==> config.mk <==
export PLATFORM = sky130hd
export DESIGN_NAME = axi4_lite_master_flat
export DESIGN_NICKNAME = d
export VERILOG_FILES = /design/src/rtl/axi4_lite_master_if.sv /design/src/rtl/axi4_lite_master.sv /design/src/flat_wrapper.sv
export SDC_FILE = /design/constraint.sdc
export NUM_CORES = 1
export LEC_CHECK = 0
export CAP_MARGIN = 40
export CORE_MARGIN = 3
export CORE_UTILIZATION = 40
export DETAILED_ROUTE_END_ITERATION = 8
export PLACE_DENSITY = 0.79
export SETUP_SLACK_MARGIN = 0.1
export SYNTH_ARGS = -nofsm -noshare
export SYNTH_HDL_FRONTEND = slang
export SYNTH_SLANG_ARGS = --single-unit
==> constraint.sdc <==
create_clock -name ACLK -period 1.98 [get_ports ACLK]
set_input_delay 0.396 -clock ACLK [delete_from_list [all_inputs] [get_ports ACLK]]
set_output_delay 0.396 -clock ACLK [all_outputs]
set_load 0.01 [all_outputs]
==> src/rtl/axi4_lite_master_if.sv <==
// AXI4-Lite bus bundle between the register-access initiator and its slave.
// The master modport drives the request channels; the slave modport answers them.
interface axi4_lite_master_if #(
   parameter int ADDR_WIDTH = 4,
   parameter int DATA_WIDTH = 32
);
   logic [ADDR_WIDTH-1:0] AWADDR;
   logic                  AWVALID;
   logic                  AWREADY;
   logic [DATA_WIDTH-1:0] WDATA;
   logic                  WVALID;
   logic                  WREADY;
   logic [1:0]            BRESP;
   logic                  BVALID;
   logic                  BREADY;
   logic [ADDR_WIDTH-1:0] ARADDR;
   logic                  ARVALID;
   logic                  ARREADY;
   logic [DATA_WIDTH-1:0] RDATA;
   logic [1:0]            RRESP;
   logic                  RVALID;
   logic                  RREADY;

   modport master (
      output AWADDR, AWVALID, input AWREADY,
      output WDATA, WVALID, input WREADY,
      input BRESP, BVALID, output BREADY,
      output ARADDR, ARVALID, input ARREADY,
      input RDATA, RRESP, RVALID, output RREADY
   );

   modport slave (
      input AWADDR, AWVALID, output AWREADY,
      input WDATA, WVALID, output WREADY,
      output BRESP, BVALID, input BREADY,
      input ARADDR, ARVALID, output ARREADY,
      output RDATA, RRESP, RVALID, input RREADY
   );
endinterface

==> src/rtl/axi4_lite_master.sv <==
// Single-outstanding AXI4-Lite initiator: one local read/write command becomes
// an AW/W/B or AR/R exchange; read data and response code are held for the caller.
module axi4_lite_master #(
   parameter int ADDR_WIDTH = 4,
   parameter int DATA_WIDTH = 32
) (
   input  logic                  ACLK,
   input  logic                  ARESETn,
   input  logic                  cmd_start,
   input  logic                  cmd_write,
   input  logic [ADDR_WIDTH-1:0] cmd_addr,
   input  logic [DATA_WIDTH-1:0] cmd_wdata,
   output logic                  cmd_ready,
   output logic                  cmd_done,
   output logic [DATA_WIDTH-1:0] cmd_rdata,
   output logic [1:0]            cmd_resp,
   axi4_lite_master_if.master    axi
);

   typedef enum logic [2:0] {
      S_IDLE    = 3'd0,
      S_WR_REQ  = 3'd1,
      S_WR_RESP = 3'd2,
      S_RD_REQ  = 3'd3,
      S_RD_RESP = 3'd4
   } state_e;

   localparam logic [ADDR_WIDTH-1:0] ADDR_ZERO = {ADDR_WIDTH{1'b0}};
   localparam logic [DATA_WIDTH-1:0] DATA_ZERO = {DATA_WIDTH{1'b0}};

   state_e                state_q, state_d;
   logic                  awvalid_q, awvalid_d;
   logic                  wvalid_q, wvalid_d;
   logic                  bready_q, bready_d;
   logic                  arvalid_q, arvalid_d;
   logic                  rready_q, rready_d;
   logic [ADDR_WIDTH-1:0] awaddr_q, awaddr_d;
   logic [ADDR_WIDTH-1:0] araddr_q, araddr_d;
   logic [DATA_WIDTH-1:0] wdata_q, wdata_d;
   logic                  done_q, done_d;
   logic [DATA_WIDTH-1:0] rdata_q, rdata_d;
   logic [1:0]            resp_q, resp_d;

   // State register and all registered outputs
   always_ff @(posedge ACLK or negedge ARESETn) begin
      if (!ARESETn) begin
         state_q   <= S_IDLE;
         awvalid_q <= 1'b0;
         wvalid_q  <= 1'b0;
         bready_q  <= 1'b0;
         arvalid_q <= 1'b0;
         rready_q  <= 1'b0;
         awaddr_q  <= ADDR_ZERO;
         araddr_q  <= ADDR_ZERO;
         wdata_q   <= DATA_ZERO;
         done_q    <= 1'b0;
         rdata_q   <= DATA_ZERO;
         resp_q    <= 2'b00;
      end else begin
         state_q   <= state_d;
         awvalid_q <= awvalid_d;
         wvalid_q  <= wvalid_d;
         bready_q  <= bready_d;
         arvalid_q <= arvalid_d;
         rready_q  <= rready_d;
         awaddr_q  <= awaddr_d;
         araddr_q  <= araddr_d;
         wdata_q   <= wdata_d;
         done_q    <= done_d;
         rdata_q   <= rdata_d;
         resp_q    <= resp_d;
      end
   end

   // Next-state and next-output logic; everything holds unless a transition says otherwise
   always_comb begin
      state_d   = state_q;
      awvalid_d = awvalid_q;
      wvalid_d  = wvalid_q;
      bready_d  = bready_q;
      arvalid_d = arvalid_q;
      rready_d  = rready_q;
      awaddr_d  = awaddr_q;
      araddr_d  = araddr_q;
      wdata_d   = wdata_q;
      done_d    = 1'b0;
      rdata_d   = rdata_q;
      resp_d    = resp_q;

      case (state_q)
         S_IDLE: begin
            if (cmd_start) begin
               if (cmd_write) begin
                  state_d   = S_WR_REQ;
                  awvalid_d = 1'b1;
                  wvalid_d  = 1'b1;
                  awaddr_d  = cmd_addr;
                  wdata_d   = cmd_wdata;
               end else begin
                  state_d   = S_RD_REQ;
                  arvalid_d = 1'b1;
                  araddr_d  = cmd_addr;
               end
            end else begin
               state_d = S_IDLE;
            end
         end
         S_WR_REQ: begin
            // AW and W retire independently; B is only accepted once both are gone
            awvalid_d = awvalid_q & ~axi.AWREADY;
            wvalid_d  = wvalid_q & ~axi.WREADY;
            if (!awvalid_d && !wvalid_d) begin
               state_d  = S_WR_RESP;
               bready_d = 1'b1;
            end else begin
               state_d = S_WR_REQ;
            end
         end
         S_WR_RESP: begin
            if (bready_q && axi.BVALID) begin
               bready_d = 1'b0;
               resp_d   = axi.BRESP;
               done_d   = 1'b1;
               state_d  = S_IDLE;
            end else begin
               state_d = S_WR_RESP;
            end
         end
         S_RD_REQ: begin
            if (arvalid_q && axi.ARREADY) begin
               arvalid_d = 1'b0;
               rready_d  = 1'b1;
               state_d   = S_RD_RESP;
            end else begin
               state_d = S_RD_REQ;
            end
         end
         S_RD_RESP: begin
            if (rready_q && axi.RVALID) begin
               rready_d = 1'b0;
               rdata_d  = axi.RDATA;
               resp_d   = axi.RRESP;
               done_d   = 1'b1;
               state_d  = S_IDLE;
            end else begin
               state_d = S_RD_RESP;
            end
         end
         default: begin
            state_d   = S_IDLE;
            awvalid_d = 1'b0;
            wvalid_d  = 1'b0;
            bready_d  = 1'b0;
            arvalid_d = 1'b0;
            rready_d  = 1'b0;
         end
      endcase
   end

   assign axi.AWADDR  = awaddr_q;
   assign axi.AWVALID = awvalid_q;
   assign axi.WDATA   = wdata_q;
   assign axi.WVALID  = wvalid_q;
   assign axi.BREADY  = bready_q;
   assign axi.ARADDR  = araddr_q;
   assign axi.ARVALID = arvalid_q;
   assign axi.RREADY  = rready_q;

   assign cmd_ready = (state_q == S_IDLE);
   assign cmd_done  = done_q;
   assign cmd_rdata = rdata_q;
   assign cmd_resp  = resp_q;

endmodule

==> src/flat_wrapper.sv <==
// flat-port wrapper written by rule: the top's interface ports become plain ports
module axi4_lite_master_flat 
#(
   parameter int ADDR_WIDTH = 4,
   parameter int DATA_WIDTH = 32
)
  (ACLK, ARESETn, cmd_start, cmd_write, cmd_addr, cmd_wdata, cmd_ready, cmd_done, cmd_rdata, cmd_resp, axi_AWADDR, axi_AWVALID, axi_AWREADY, axi_WDATA, axi_WVALID, axi_WREADY, axi_BRESP, axi_BVALID, axi_BREADY, axi_ARADDR, axi_ARVALID, axi_ARREADY, axi_RDATA, axi_RRESP, axi_RVALID, axi_RREADY);
  axi4_lite_master_if #(.ADDR_WIDTH(ADDR_WIDTH), .DATA_WIDTH(DATA_WIDTH)) axi_i ();
  input  logic ACLK;
  input  logic ARESETn;
  input  logic cmd_start;
  input  logic cmd_write;
  input  logic [ADDR_WIDTH-1:0] cmd_addr;
  input  logic [DATA_WIDTH-1:0] cmd_wdata;
  output logic cmd_ready;
  output logic cmd_done;
  output logic [DATA_WIDTH-1:0] cmd_rdata;
  output logic [1:0] cmd_resp;
  output wire logic [$bits(axi_i.AWADDR)-1:0] axi_AWADDR;
  output wire logic [$bits(axi_i.AWVALID)-1:0] axi_AWVALID;
  input wire logic [$bits(axi_i.AWREADY)-1:0] axi_AWREADY;
  output wire logic [$bits(axi_i.WDATA)-1:0] axi_WDATA;
  output wire logic [$bits(axi_i.WVALID)-1:0] axi_WVALID;
  input wire logic [$bits(axi_i.WREADY)-1:0] axi_WREADY;
  input wire logic [$bits(axi_i.BRESP)-1:0] axi_BRESP;
  input wire logic [$bits(axi_i.BVALID)-1:0] axi_BVALID;
  output wire logic [$bits(axi_i.BREADY)-1:0] axi_BREADY;
  output wire logic [$bits(axi_i.ARADDR)-1:0] axi_ARADDR;
  output wire logic [$bits(axi_i.ARVALID)-1:0] axi_ARVALID;
  input wire logic [$bits(axi_i.ARREADY)-1:0] axi_ARREADY;
  input wire logic [$bits(axi_i.RDATA)-1:0] axi_RDATA;
  input wire logic [$bits(axi_i.RRESP)-1:0] axi_RRESP;
  input wire logic [$bits(axi_i.RVALID)-1:0] axi_RVALID;
  output wire logic [$bits(axi_i.RREADY)-1:0] axi_RREADY;
  assign axi_AWADDR = axi_i.AWADDR;
  assign axi_AWVALID = axi_i.AWVALID;
  assign axi_i.AWREADY = axi_AWREADY;
  assign axi_WDATA = axi_i.WDATA;
  assign axi_WVALID = axi_i.WVALID;
  assign axi_i.WREADY = axi_WREADY;
  assign axi_i.BRESP = axi_BRESP;
  assign axi_i.BVALID = axi_BVALID;
  assign axi_BREADY = axi_i.BREADY;
  assign axi_ARADDR = axi_i.ARADDR;
  assign axi_ARVALID = axi_i.ARVALID;
  assign axi_i.ARREADY = axi_ARREADY;
  assign axi_i.RDATA = axi_RDATA;
  assign axi_i.RRESP = axi_RRESP;
  assign axi_i.RVALID = axi_RVALID;
  assign axi_RREADY = axi_i.RREADY;
  axi4_lite_master #(.ADDR_WIDTH(ADDR_WIDTH), .DATA_WIDTH(DATA_WIDTH)) u_core (.ACLK(ACLK), .ARESETn(ARESETn), .cmd_start(cmd_start), .cmd_write(cmd_write), .cmd_addr(cmd_addr), .cmd_wdata(cmd_wdata), .cmd_ready(cmd_ready), .cmd_done(cmd_done), .cmd_rdata(cmd_rdata), .cmd_resp(cmd_resp), .axi(axi_i));
endmodule
==> impl_metrics.tcl, run 1 <==
set metrics [dict create \
    run_status "finished, final reports clean" \
    synth_seq_cells 83 \
    synth_enable_flop_cells 0 \
    number_of_warning_messages_in_the_yosys_log 0 \
    cpLargestDelayFamily "simple AND/OR/NAND/NOR gates" \
    ant_nets 0 \
    critPathMaxStageDelay_ns 0.48 \
    detailed_placer_s_ending_hpwl_um 5920 \
    critical_path.max_fanout 32 \
    yosys.area.top_type "dfrtp_1" \
    worstMarginPinSlew_ns 0.421 \
    async_reset_ff_share_pct 100 \
    synth_nets 294 \
    via_per_inst 4.81 \
    drv_slew 0 \
    worst_ir_drop_vdd_mv 0.804 \
    cts_tree "yes" \
    worst_skew_pair.late_latency_ns 0.35 \
    hold_depth 1 \
    global_route.usage.total_pct 17.4 \
    hold-path-endpoint "u_core.cmd_rdata[0]" \
    grt_max_degree 39 \
    area_growth_syn_to_layout_pct 58.2 \
    post-layout-total-power_mw 7.52 \
    slew_headroom_pct 71.9 \
    diode_count 0 \
    post_synth_inst_count 213 \
    worstPathArrival_ns 2.00 \
    crit-reg2reg-launch "u_core.state_q[1]" \
    first_iter_violations 44 \
    port-buffer-count 161 \
    multi_input_area_um2 1180 \
    ys.flop_type "dfrtp_1" \
    final-hold-violation-count 0 \
    post-route-min-period_ns 1.78 \
    detail_route.first_pass.iterations 4 \
    synthDistinctLibCells 26 \
    worst_setup_path_end_kind "flip-flop" \
    final-setup-viol-count 0 \
    regToRegEndpoint "u_core.cmd_rdata[28]" \
    setup.worst_path.class "reg -> reg" \
    root_buffer "clkbuf_8" \
    timing.final.crit_share_pct 89.7 \
    number_of_global_route_vias_before_repair 2522 \
    coreArea_um2 7930 \
    holdCritStartpoint "u_core.cmd_rdata[0]" \
    wire_length_of_the_first_global_routing_pass_um 13100 \
    mappedNetlistArea_um2 3340 \
    timing.reg2reg.worst_path_depth 4 \
    rrSetupSlack_ns 0.20 \
    tns_ns 0 \
    crit_path_start_kind "flip-flop" \
    p_leak_nw 2.39 \
    fp-row-count 32 \
    worst_clock_skew_ns 0.00717 \
    sequential_cell_area_um2 2080 \
    timing.hold.ws_ns 0.489 \
    power_density_nw_per_um2 1420 \
    antenna_found_initial 0 \
    route.final.wire_length_um 7850 \
    synthDominantCellAreaShare_pct 62.1 \
    start_util_pct 42.2 \
    synth.avg_cell_area_um2 15.7 \
    avgRoutedWirePerCell_um 16.1 \
    synth.top_cells.by_count "dfrtp_1, mux2_1, mux2_2, mux2_4, nand2_1" \
    yosysMostFrequentCell "dfrtp_1" \
    cts_post_setup_buffers_inserted 0 \
    die-width_um 97.4 \
    design.final.nets 463 \
    detailroute.via_count 2350 \
    cts_num_sinks 83 \
    cp.required_ns 2.20 \
    clk_pin_slew_worst_paths_ns 0.08 \
    layout_cell_share_with_drive_strength_beyond_1_pct 17.1 \
    total_cts_buffers 9 \
    fill_cells 575 \
    clock_path_buffers 2 \
    post-route-drc-count 0 \
    setup_repair_after_global_routing_missed_its_margin "false" \
    critical_path.slowest_cell "dfrtp_2" \
    timing.fmax_ghz 0.563 \
    cells_along_the_critical_path "or3b_4 > nor2_4 > buf_12 > mux2_1" \
    synth_seq_area_share_pct 62.1 \
    dieArea_um2 9490 \
    ctsHtreeMaxLevel 3 \
    maxCapViolCount 0 \
    critPathBufInv 1 \
    worstHoldPathType "reg -> reg" \
    synth_area_leaders "dfrtp_1, mux2_1, mux2_4" \
    dieHeight_um 97.4 \
    gpl.final_weighted_congestion 0.912 \
    design.portCount 162 \
    grt_overflow 0 \
]
-- routing by layer --
metal,vias up,global-route usage (%),part of all wire [%]
met3,9,5.96,7.6
li1,1086,-,-
met5,-,0,0
met2,109,28.8,49
met4,0,4.79,0.95
met1,1146,21.9,43
-- stage by stage --
step           area (um^2)  utilization, %  worst slack, ns  cells
6_report              5290            66.7            0.204    489
5_1_grt               5290            66.7            0.129    489
2_1_floorplan         3340               -            0.279    213
4_1_cts               5290            66.7            0.200    489
3_5_place_dp          5080            64.1            0.135    472
3_3_place_gp          5080            64.1            0.162    472
-- worst max path at each step --
stage,cells after the start,startpoint,endpoint
after floorplan,5,u_core.state_q[1],u_core.cmd_rdata[10]
after global placement,5,axi_RVALID,u_core.cmd_rdata[11]
after detailed placement,5,axi_RVALID,u_core.cmd_rdata[7]
after CTS,2,u_core.state_q[1],cmd_ready
after global routing,2,u_core.state_q[1],cmd_ready
final,4,u_core.state_q[1],u_core.cmd_rdata[28]
-- power by group --
part	switching [mW]	total, mW	internal, mW
clock	0.608	1.20	0.589
sequential	0.462	2.94	2.48
combinational	1.21	3.38	2.17
total	2.28	7.52	5.24
-- state kept, by name, indices dropped and copies added (netlist names) --
name	cells
u_core.cmd_resp	2
u_core.axi.ARVALID	1
u_core.cmd_rdata	32
u_core.axi.WVALID	1
u_core.state_q	3
u_core.axi.BREADY	1
u_core.cmd_done	1
u_core.axi.RREADY	1
u_core.axi.AWVALID	1
u_core.axi.AWADDR	4
u_core.axi.WDATA	32
u_core.axi.ARADDR	4
-- cell usage in the layout (no fill, tap or decap), types with 2 or more instances in the layout --
cell,instances
clkinv_4,2
dfrtp_1,81
nand2b_1,6
clkdlybuf4s50_1,159
clkbuf_8,9
buf_12,3
a21oi_1,2
mux2_2,18
buf_4,3
clkinvlp_4,2
mux2_4,18
nand3_1,5
nand4_1,3
dfrtp_2,2
inv_1,3
nor2_1,2
nand2_1,7
mux2_1,40
o21ai_0,5
-- logic make-up (layout without fill, tap and decap cells) --
group | Yosys count | count (layout) | synth area share, %
flip-flops | 83 | 83 | 62.1
multiplexers | 76 | 76 | 27.6
AND/OR/NAND/NOR | 33 | 33 | 5.87
buffers and inverters | 12 | 186 | 2.77
AO/OA/AOI/OAI | 9 | 9 | 1.65
-- area by class of cell --
type / count / area share, %
clock buffers: 9 / 2.34
clock inverters: 7 / 1.44
inverters: 3 / 0.213
multi-input cells: 118 / 22.3
flip-flops and latches: 83 / 39.3
well taps: 102 / 2.41
repair buffers: 167 / 32.0
-- timing repair --
item,CTS,global route
resized for setup,3,0
hold buffers,1,0
hold endpoints to repair,30,0
endpoints found under the setup margin,1,0
(Power assumes the default switching activity.)
==> run 2, diff against run 1 <==
ABC_CLOCK_PERIOD_IN_PS = 1980   (was not set)
==> results of run 2 <==
Final layout, timing and power as in run 1 (identical DEF).
==> run 3, diff against run 2 <==
==> constraint.sdc (replaced) <==
create_clock -name ACLK -period 1.98 [get_ports ACLK]
set_input_delay 0.495 -clock ACLK [delete_from_list [all_inputs] [get_ports ACLK]]
set_output_delay 0.495 -clock ACLK [all_outputs]
set_load 0.01 [all_outputs]
==> run 3 against run 2 <==
Sequential share of layout area is 0.11 points lower. Count of clock-buffer cells in the layout grew 3. Flip-flop and latch count unchanged. Hold slack got worse by 0.38 ns. Core utilization increased by 0.19 points. Wire length rose by 0.37%. Worst setup slack worse by 0.026 ns. Global-route usage down 0.053 points. Fmax fell by 1.5%. Clock skew grew 0.00071 ns. Critical path type is now reg -> out. Critical endpoint is now cmd_ready. Largest cell class unchanged. Largest power group unchanged.
==> impl_metrics.tcl, run 3 (synthesized netlist as in run 1, its figures left out) <==
set metrics [dict create \
    route.final.wire_length_um 7880 \
    grt_max_degree 39 \
    cp.required_ns 1.48 \
    dieArea_um2 9490 \
    design.final.nets 466 \
    number_of_global_route_vias_before_repair 2515 \
    detail_route.first_pass.iterations 4 \
    area_growth_syn_to_layout_pct 58.7 \
    final_util_pct 66.9 \
    power_density_nw_per_um2 1420 \
    setup_repair_after_global_routing_missed_its_margin "false" \
    setup.worst_path.class "reg -> out" \
    grt_overflow 0 \
    ctsHtreeMaxLevel 3 \
    pre_cts_slack_ns 0.0320 \
    timing.final.crit_share_pct 91.1 \
    dieHeight_um 97.4 \
    drv_slew 0 \
    worstMarginPinSlew_ns 0.470 \
    cts_num_sinks 83 \
    cells_along_the_critical_path "nor3_2 > dlygate4sd2_1" \
    regToRegEndpoint "u_core.cmd_rdata[18]" \
    post-route-drc-count 0 \
    p_leak_nw 2.41 \
    antenna_found_initial 0 \
    slew_headroom_pct 68.6 \
    detailed_placer_s_ending_hpwl_um 6020 \
    crit-reg2reg-launch "u_core.state_q[2]" \
    worstHoldPathType "in -> async" \
    start_util_pct 42.2 \
    sequential_cell_area_um2 2080 \
    die-width_um 97.4 \
    final-setup-viol-count 0 \
    post-route-min-period_ns 1.80 \
    root_buffer "clkbuf_8" \
    worst_setup_path_startpoint "u_core.state_q[0]" \
    detailroute.via_count 2338 \
    cts_tree "yes" \
    design.portCount 162 \
    crit_path_start_kind "flip-flop" \
    timing.fmax_ghz 0.555 \
    worst_setup_path_endpoint "cmd_ready" \
    post-place-cells 473 \
    port-buffer-count 161 \
    total_cts_buffers 9 \
    timing.reg2reg.worst_path_depth 4 \
    worst_clock_skew_ns 0.00788 \
    avgRoutedWirePerCell_um 16.0 \
    most-common-layout-cells "clkdlybuf4s50_1, dfrtp_1, mux2_1" \
    worst_ir_drop_vdd_mv 0.691 \
    coreArea_um2 7930 \
    first_iter_violations 53 \
    final_worst_slack_ns 0.177 \
    tns_ns 0 \
    post-layout-total-power_mw 7.54 \
    worst_skew_pair.late_latency_ns 0.33 \
    diode_count 0 \
    clk_pin_slew_worst_paths_ns 0.08 \
    global_route.usage.total_pct 17.4 \
    ant_nets 0 \
    rrSetupSlack_ns 0.20 \
    run_status "finished, final reports clean" \
    worstPathArrival_ns 1.31 \
    fp-row-count 32 \
    fill_cells 590 \
    multi_input_area_um2 1180 \
    critPathMaxStageDelay_ns 0.49 \
    critical_path.max_fanout 12 \
    final_cells 492 \
    critical_path.slowest_cell "dfrtp_2" \
    maxCapViolCount 0 \
    layout_cell_share_with_drive_strength_beyond_1_pct 17.4 \
    wire_length_of_the_first_global_routing_pass_um 13300 \
    gpl.final_weighted_congestion 0.875 \
    via_per_inst 4.75 \
    clock_path_buffers 2 \
    final_common_cell "clkdlybuf4s50_1" \
    final-hold-violation-count 0 \
    worst_setup_path_end_kind "primary output" \
]
run 3: worst min path at each step:
stage / endpoint / slack, ns
after floorplan: u_core.axi.ARADDR[0] / 0.20
after global placement: u_core.cmd_rdata[1] / 0.47
after detailed placement: u_core.cmd_rdata[4] / 0.48
after CTS: u_core.axi.WDATA[8] / 0.11
after global routing: u_core.axi.WDATA[8] / 0.11
final: u_core.axi.WDATA[8] / 0.11
run 3: timing repair:
action,CTS,global route
hold buffers,0,0
gates resized for setup,3,0
endpoints found under the setup margin,1,1
setup buffers,0,3
run 3: area by class of cell:
type                       count  area share (%)
sequential                    83            39.2
inverter                       3           0.212
clock inverter                 4           0.943
tap                          102            2.41
multi-input combinational    118            22.2
timing repair buffer         170            32.3
clock buffer                  12            2.74
run 3: power breakdown:
group          total [mW]  internal (mW)  switching [mW]  leakage, nW
Sequential           2.94           2.48           0.462         1.05
Combinational        3.42           2.21            1.20         1.26
Clock                1.18          0.617           0.567       0.0926
Total                7.54           5.31            2.23         2.41
run 3: per-stage QoR:
| stage | cell area (um^2) | hold WS [ns] |
|---|---|---|
| detailed placement | 5090 | 0.475 |
| floorplan | 3340 | 0.199 |
| finish | 5310 | 0.113 |
| global route | 5310 | 0.111 |
| global placement | 5090 | 0.467 |
| CTS | 5280 | 0.113 |
run 3: per-layer routing:
metal / share of wire (%) / GRT usage (%) / wire length [um] / vias to the layer above
li1: - / - / - / 1096
met1: 44 / 23.0 / 3430 / 1120
met2: 48 / 28.0 / 3760 / 111
met3: 7.5 / 4.88 / 595 / 11
met4: 1.2 / 5.22 / 96 / 0
met5: 0 / 0 / 0 / -
run 3: critical path: cells and delay by family (launching register included):
kind / cells / cell delay [ns]
buffers and inverters: 1 / 0.29
DFF: 1 / 0.49
and+or+nand+nor: 1 / 0.20
